==> src/rtl/psram_write_coalescer.sv <==
// Buffers host byte writes and merges consecutive addresses into PSRAM write bursts; 1 cycle push->enable.
// Backpressure: in_ready drops when the FIFO is full; bursts advance only on psram_next_byte_needed.
module psram_write_coalescer #(
  parameter int DEPTH      = 16,
  parameter int MAX_BURST  = 32,
  parameter int PAGE_BITS  = 10,
  parameter int GAP_CYCLES = 2
) (
  input  logic                     clock,
  input  logic                     reset_n,
  input  logic                     in_valid,
  output logic                     in_ready,
  input  logic [23:0]              in_address,
  input  logic [7:0]               in_data,
  output logic                     psram_enable,
  output logic                     psram_rw,
  output logic [23:0]              psram_address,
  output logic [7:0]               psram_data,
  input  logic                     psram_next_byte_needed,
  output logic [$clog2(DEPTH):0]   fifo_level,
  output logic                     busy
);

  localparam int AW  = $clog2(DEPTH);
  localparam int LW  = AW + 1;
  localparam int BCW = $clog2(MAX_BURST + 1);
  localparam int GCW = (GAP_CYCLES > 1) ? $clog2(GAP_CYCLES) : 1;

  typedef struct packed {
    logic [23:0] addr;
    logic [7:0]  data;
  } entry_t;

  typedef enum logic [1:0] {S_IDLE, S_STREAM, S_GAP} state_t;

  entry_t          mem_q [DEPTH];
  logic [AW-1:0]   wr_ptr_q, rd_ptr_q;
  logic [LW-1:0]   level_q;
  entry_t          head;
  logic            push, pop;

  state_t          state_q, state_d;
  logic            enable_q, enable_d;
  logic [23:0]     address_q, address_d;
  logic [7:0]      data_q, data_d;
  logic [23:0]     last_addr_q, last_addr_d;
  logic [BCW-1:0]  burst_count_q, burst_count_d;
  logic [GCW-1:0]  gap_count_q, gap_count_d;

  logic [23:0]     next_addr;
  logic            fifo_nonempty, can_continue, gap_done;

  assign head          = mem_q[rd_ptr_q];
  assign in_ready      = (level_q != LW'(DEPTH));
  assign push          = in_valid && in_ready;
  assign fifo_nonempty = (level_q != '0);

  always_ff @(posedge clock) begin
    if (push) mem_q[wr_ptr_q] <= '{addr: in_address, data: in_data};
  end

  always_ff @(posedge clock or negedge reset_n) begin
    if (!reset_n) begin
      wr_ptr_q <= '0;
      rd_ptr_q <= '0;
      level_q  <= '0;
    end else begin
      if (push) wr_ptr_q <= wr_ptr_q + AW'(1);
      if (pop)  rd_ptr_q <= rd_ptr_q + AW'(1);
      if (push && !pop)      level_q <= level_q + LW'(1);
      else if (pop && !push) level_q <= level_q - LW'(1);
    end
  end

  // Burst continues only on a strictly sequential address that stays inside the page and length cap.
  assign next_addr    = last_addr_q + 24'd1;
  assign can_continue = fifo_nonempty && (head.addr == next_addr) &&
                        (next_addr[PAGE_BITS-1:0] != '0) &&
                        (burst_count_q < BCW'(MAX_BURST));
  assign gap_done     = (int'(gap_count_q) + 1 >= GAP_CYCLES);

  always_ff @(posedge clock or negedge reset_n) begin
    if (!reset_n) begin
      state_q       <= S_IDLE;
      enable_q      <= 1'b0;
      address_q     <= '0;
      data_q        <= '0;
      last_addr_q   <= '0;
      burst_count_q <= '0;
      gap_count_q   <= '0;
    end else begin
      state_q       <= state_d;
      enable_q      <= enable_d;
      address_q     <= address_d;
      data_q        <= data_d;
      last_addr_q   <= last_addr_d;
      burst_count_q <= burst_count_d;
      gap_count_q   <= gap_count_d;
    end
  end

  always_comb begin
    state_d = state_q;
    pop     = 1'b0;
    case (state_q)
      S_IDLE: begin
        if (fifo_nonempty) begin
          state_d = S_STREAM;
          pop     = 1'b1;
        end
      end
      S_STREAM: begin
        if (psram_next_byte_needed) begin
          if (can_continue) pop = 1'b1;
          else              state_d = S_GAP;
        end
      end
      S_GAP: begin
        if (gap_done) state_d = S_IDLE;
      end
      default: state_d = S_IDLE;
    endcase
  end

  always_comb begin
    enable_d      = enable_q;
    address_d     = address_q;
    data_d        = data_q;
    last_addr_d   = last_addr_q;
    burst_count_d = burst_count_q;
    gap_count_d   = gap_count_q;
    case (state_q)
      S_IDLE: begin
        if (fifo_nonempty) begin
          address_d     = head.addr;
          data_d        = head.data;
          last_addr_d   = head.addr;
          burst_count_d = BCW'(1);
          enable_d      = 1'b1;
        end
      end
      S_STREAM: begin
        if (psram_next_byte_needed) begin
          if (can_continue) begin
            data_d        = head.data;
            last_addr_d   = next_addr;
            burst_count_d = burst_count_q + BCW'(1);
          end else begin
            enable_d    = 1'b0;
            gap_count_d = '0;
          end
        end
      end
      S_GAP: begin
        gap_count_d = gap_count_q + GCW'(1);
      end
      default: enable_d = 1'b0;
    endcase
  end

  assign psram_enable  = enable_q;
  assign psram_rw      = 1'b0;
  assign psram_address = address_q;
  assign psram_data    = data_q;
  assign fifo_level    = level_q;
  assign busy          = (state_q != S_IDLE) || fifo_nonempty;

endmodule

==> config.mk <==
export PLATFORM = sky130hd
export DESIGN_NAME = psram_write_coalescer
export DESIGN_NICKNAME = d
export VERILOG_FILES = /design/src/rtl/psram_write_coalescer.sv
export SDC_FILE = /design/constraint.sdc
export NUM_CORES = 1
export LEC_CHECK = 0
export BUFFER_PORTS_ARGS = -buffer_cell sky130_fd_sc_hd__buf_2
export CAP_MARGIN = 0
export CORE_UTILIZATION = 55
export CTS_CLUSTER_DIAMETER = 100
export CTS_CLUSTER_SIZE = 40
export DETAILED_ROUTE_END_ITERATION = 10
export PLACE_DENSITY_LB_ADDON = 0.08
export SYNTH_ARGS = -nofsm -noshare
export SYNTH_HDL_FRONTEND = slang
export SYNTH_SLANG_ARGS = --single-unit
==> constraint.sdc <==
create_clock -name clock -period 4 [get_ports clock]
set_input_delay 0.8 -clock clock [delete_from_list [all_inputs] [get_ports clock]]
set_output_delay 0.8 -clock clock [all_outputs]
set_load 0.03 [all_outputs]
==> results.py <==
metrics = {
    "die": {
        "dieHeight_um": 212,
        "die_w_um": 212,
        "start_util": 0.559,
        "floorplan_core_area_mm2": 0.0433,
        "die_area_mm2": 0.0448,
        "num_rows": 76,
        "ioPinCount": 77,
    },
    "outcome": {
        "failed_checks": "negative setup slack",
        "status": "complete, but fails checks",
    },
    "critical_path": {
        "cp_max_fanout": 14,
        "worstPathCellList": "buf_12, buf_12, buf_6, mux4_2, a22oi_1, nand2_2, xnor2_1, nor4_2, buf_4, nand4_2, nand2_2, inv_2, ha_4, inv_4, buf_4, fa_2, a21o_1, a21oi_2, xnor2_1, nor2_1, xor2_1",
        "cp.required_ns": 4.46,
        "timing_worst_setup_path_type": "reg -> reg",
        "critPathLaunchType": "flip-flop",
        "worst_path_largest_cell_delay_ns": 0.51,
        "timing.critical_path.to_type": "flip-flop",
        "cpMaxStageDelayCell": "mux4_2",
        "arrival_ns": 4.66,
    },
    "yosys": {
        "synthDominantAreaCellType": "edfxtp_1",
        "synth_sequential_area_ratio": 0.717,
        "post_synth_most_frequent_cells": "edfxtp_1 (512), mux4_2 (130), nand2_1 (91), dfrtp_1 (79), nor2_1 (44)",
        "synth_largest_type_area_fraction": 0.636,
        "post_synth_main_area_contributors": "edfxtp_1 (64%), mux4_2 (12%), dfrtp_1 (8.2%)",
        "synth_top_flop_cell": "edfxtp_1",
        "most_common_cell_in_the_synthesized_netlist": "edfxtp_1",
        "average_cell_area_after_synthesis_um2": 18.2,
        "synthDistinctLibCells": 71,
        "postSynthRegisterBits": 591,
        "number_of_flops_mapped_to_enable_cells_by_yosys": 512,
        "synth_async_sr_flop_share": 0.134,
        "syn-num-nets": 1374,
        "synthCells": 1326,
        "post_synth_instance_area_mm2": 0.0242,
        "synth-warning-count": 0,
    },
    "clock_network": {
        "path_clk_slew_ns": 0.14,
        "clk_buf_depth": 3,
        "library_cell_used_as_clock_root_buffer": "clkbuf_16",
        "cts_buffers": 19,
        "htree_num_levels": 1,
        "clock_sinks": 591,
        "cts_hold_buf": 0,
        "clock_latency_ns": 0.60,
        "tritoncts_clock_tree": "done",
    },
    "global_routing": {
        "antenna_found_initial": 0,
        "grt-ovfl-total": 0,
        "track_usage": 0.264,
        "grt_start_max_net_pins": 54,
        "grt_pass1_vias": 13100,
        "grt_pass1_wl_um": 85400,
    },
    "detailed_routing": {
        "dr.pass1.iters": 4,
        "met3RoutedLength_um": 2760,
        "vias_per_cell": 6.13,
        "route.detailed.wl_per_inst_um": 26.8,
        "route.top_layer_used": "met4",
        "met1Wirelength_um": 23900,
        "dr_total_vias": 13100,
        "routed-wl-met2_um": 29300,
        "routed_wirelength_um": 57200,
        "initialDrtViolationCount": 1273,
        "ant_nets": 0,
        "drcViolationCount": 0,
    },
    "sta": {
        "worst_slew_margin_rel": 0.401,
        "layout_min_cycle_time_ns": 4.20,
        "final.period_utilization": 1.05,
        "rsz0062_at_grt": "yes",
        "worst_slack_ns": -0.200,
        "report.final.slew_viol_count": 0,
        "max_freq_mhz": 238,
        "skew_ns": 0.0533,
        "setup_viol": 3,
        "hold_viol": 0,
        "timing_worst_slew_pin_value_ns": 0.899,
    },
    "placement": {
        "place_inst": 2080,
        "io_buffer_count": 75,
        "place.detailed.hpwl_um": 35400,
        "detailedPlace.worstSlack_ns": -0.290,
        "gp_congestion": 0.923,
        "placedInstanceArea_mm2": 0.0265,
    },
    "final_layout": {
        "final_cell_area_mm2": 0.0275,
        "final.fill_count": 3032,
        "syn_to_final_growth_pct": 13.8,
        "fraction_of_final_layout_cells_sized_beyond_drive_strength_1": 0.324,
        "finalNonFillerCells": 2132,
        "ant_diodes": 0,
        "final_net_count": 1583,
    },
    "pwr": {
        "peakVddDrop_uv": 377,
        "leakage_power_nw": 9.42,
        "power_per_cell_area_mw_per_mm2": 761,
        "total_power_mw": 21.0,
    },
    "min_path": {
        "worstHoldPathType": "in -> async",
    },
    "job": {
        "maxCapViolations": 0,
    },
}
-- through the flow --
step | utilization | hold WS [ns] | TNS, ns
detailed placement | 0.613 | 0.460 | -0.641
finish | 0.636 | 0.307 | -0.357
global placement | 0.613 | 0.456 | -0.511
CTS | 0.632 | 0.330 | -0.320
floorplan | - | 0.459 | -0.292
global route | 0.636 | 0.357 | -0.864
-- routing by layer --
metal,track usage,vias up
met1,0.370,6892
met4,0.0537,0
met2,0.453,394
met3,0.0269,70
li1,-,5711
met5,0,-
-- report_power, final --
part	switching, mW	leakage (nW)	internal, mW
combinational	5.46	3.57	4.66
sequential	0.484	5.57	7.63
clock	1.79	0.278	0.938
-- cell type report --
cell class,instances,area [um2],share of cell area
repair buffers,265,2090,0.0760
multi-input cells,643,6710,0.244
flip-flops and latches,591,17400,0.631
clock inverters,6,73.8,0.00268
inverters,15,58.8,0.00214
clock buffers,27,505,0.0184
well taps,585,732,0.0266
-- critical path, delay by kind of cell (launching register included) --
family | cells | cell delay, ns
buffers and inverters | 7 | 0.90
AO/OA/AOI/OAI | 3 | 0.55
XOR/XNOR | 3 | 0.59
AND/OR/NAND/NOR | 5 | 0.53
adder cells (fa/ha/maj) | 2 | 0.52
multiplexers | 1 | 0.51
flip-flops | 1 | 0.48
-- flip-flops by register name, indices dropped and copies added (netlist names), 4 cells and up --
register,count
mem_q,512
last_addr_q,24
psram_address,24
psram_data,8
burst_count_q,6
fifo_level,5
rd_ptr_q,4
wr_ptr_q,4
-- repair_timing --
action,4_1_cts,5_1_grt
endpoints found under the hold margin,0,0
setup buffers,15,5
pin swaps,12,14
setup endpoints to repair,4,26
resized for setup,23,31
-- final timing paths --
check	from	end	slack, ns	depth (start not counted)
worst max-delay path	rd_ptr_q[0]	fifo_level[4]	-0.20	21
worst min-delay path	reset_n	psram_address[15]	0.31	1
worst max register to register	rd_ptr_q[0]	fifo_level[4]	-0.20	21
worst min register to register	psram_address[9]	psram_address[9]	0.48	2
max in group asynchronous	reset_n	last_addr_q[13]	2.80	2
min in group clock	psram_address[9]	psram_address[9]	0.48	2
-- kinds of logic after synthesis --
family          share of synthesized area
simple gates                       0.0515
fa+ha+maj                         0.00652
compound gates                     0.0435
buf+inv                            0.0217
flops                               0.717
xor+xnor                           0.0181
other cells                      0.000155
mux                                 0.141
-- cells in the final DEF (no fill, tap or decap), types with 6 or more instances in the layout --
cell / n
a21o_1: 7
nand2_1: 86
xnor2_1: 35
o21ai_0: 28
mux4_2: 130
xnor2_2: 6
a21oi_1: 21
a22oi_1: 20
dfrtp_1: 76
mux2_1: 11
clkbuf_16: 19
o22ai_1: 7
o21ai_1: 7
buf_4: 164
a221oi_1: 8
nand2_2: 6
inv_1: 12
edfxtp_1: 512
a22oi_2: 6
nand4_1: 9
nor4_1: 10
ha_1: 7
nor2_1: 32
mux2i_1: 31
nor3_1: 15
nand2b_1: 6
xor2_1: 8
nand3_1: 23
clkbuf_1: 8
buf_12: 20
buf_2: 74
nor2_4: 12
Power figures use the tool's default switching activity.
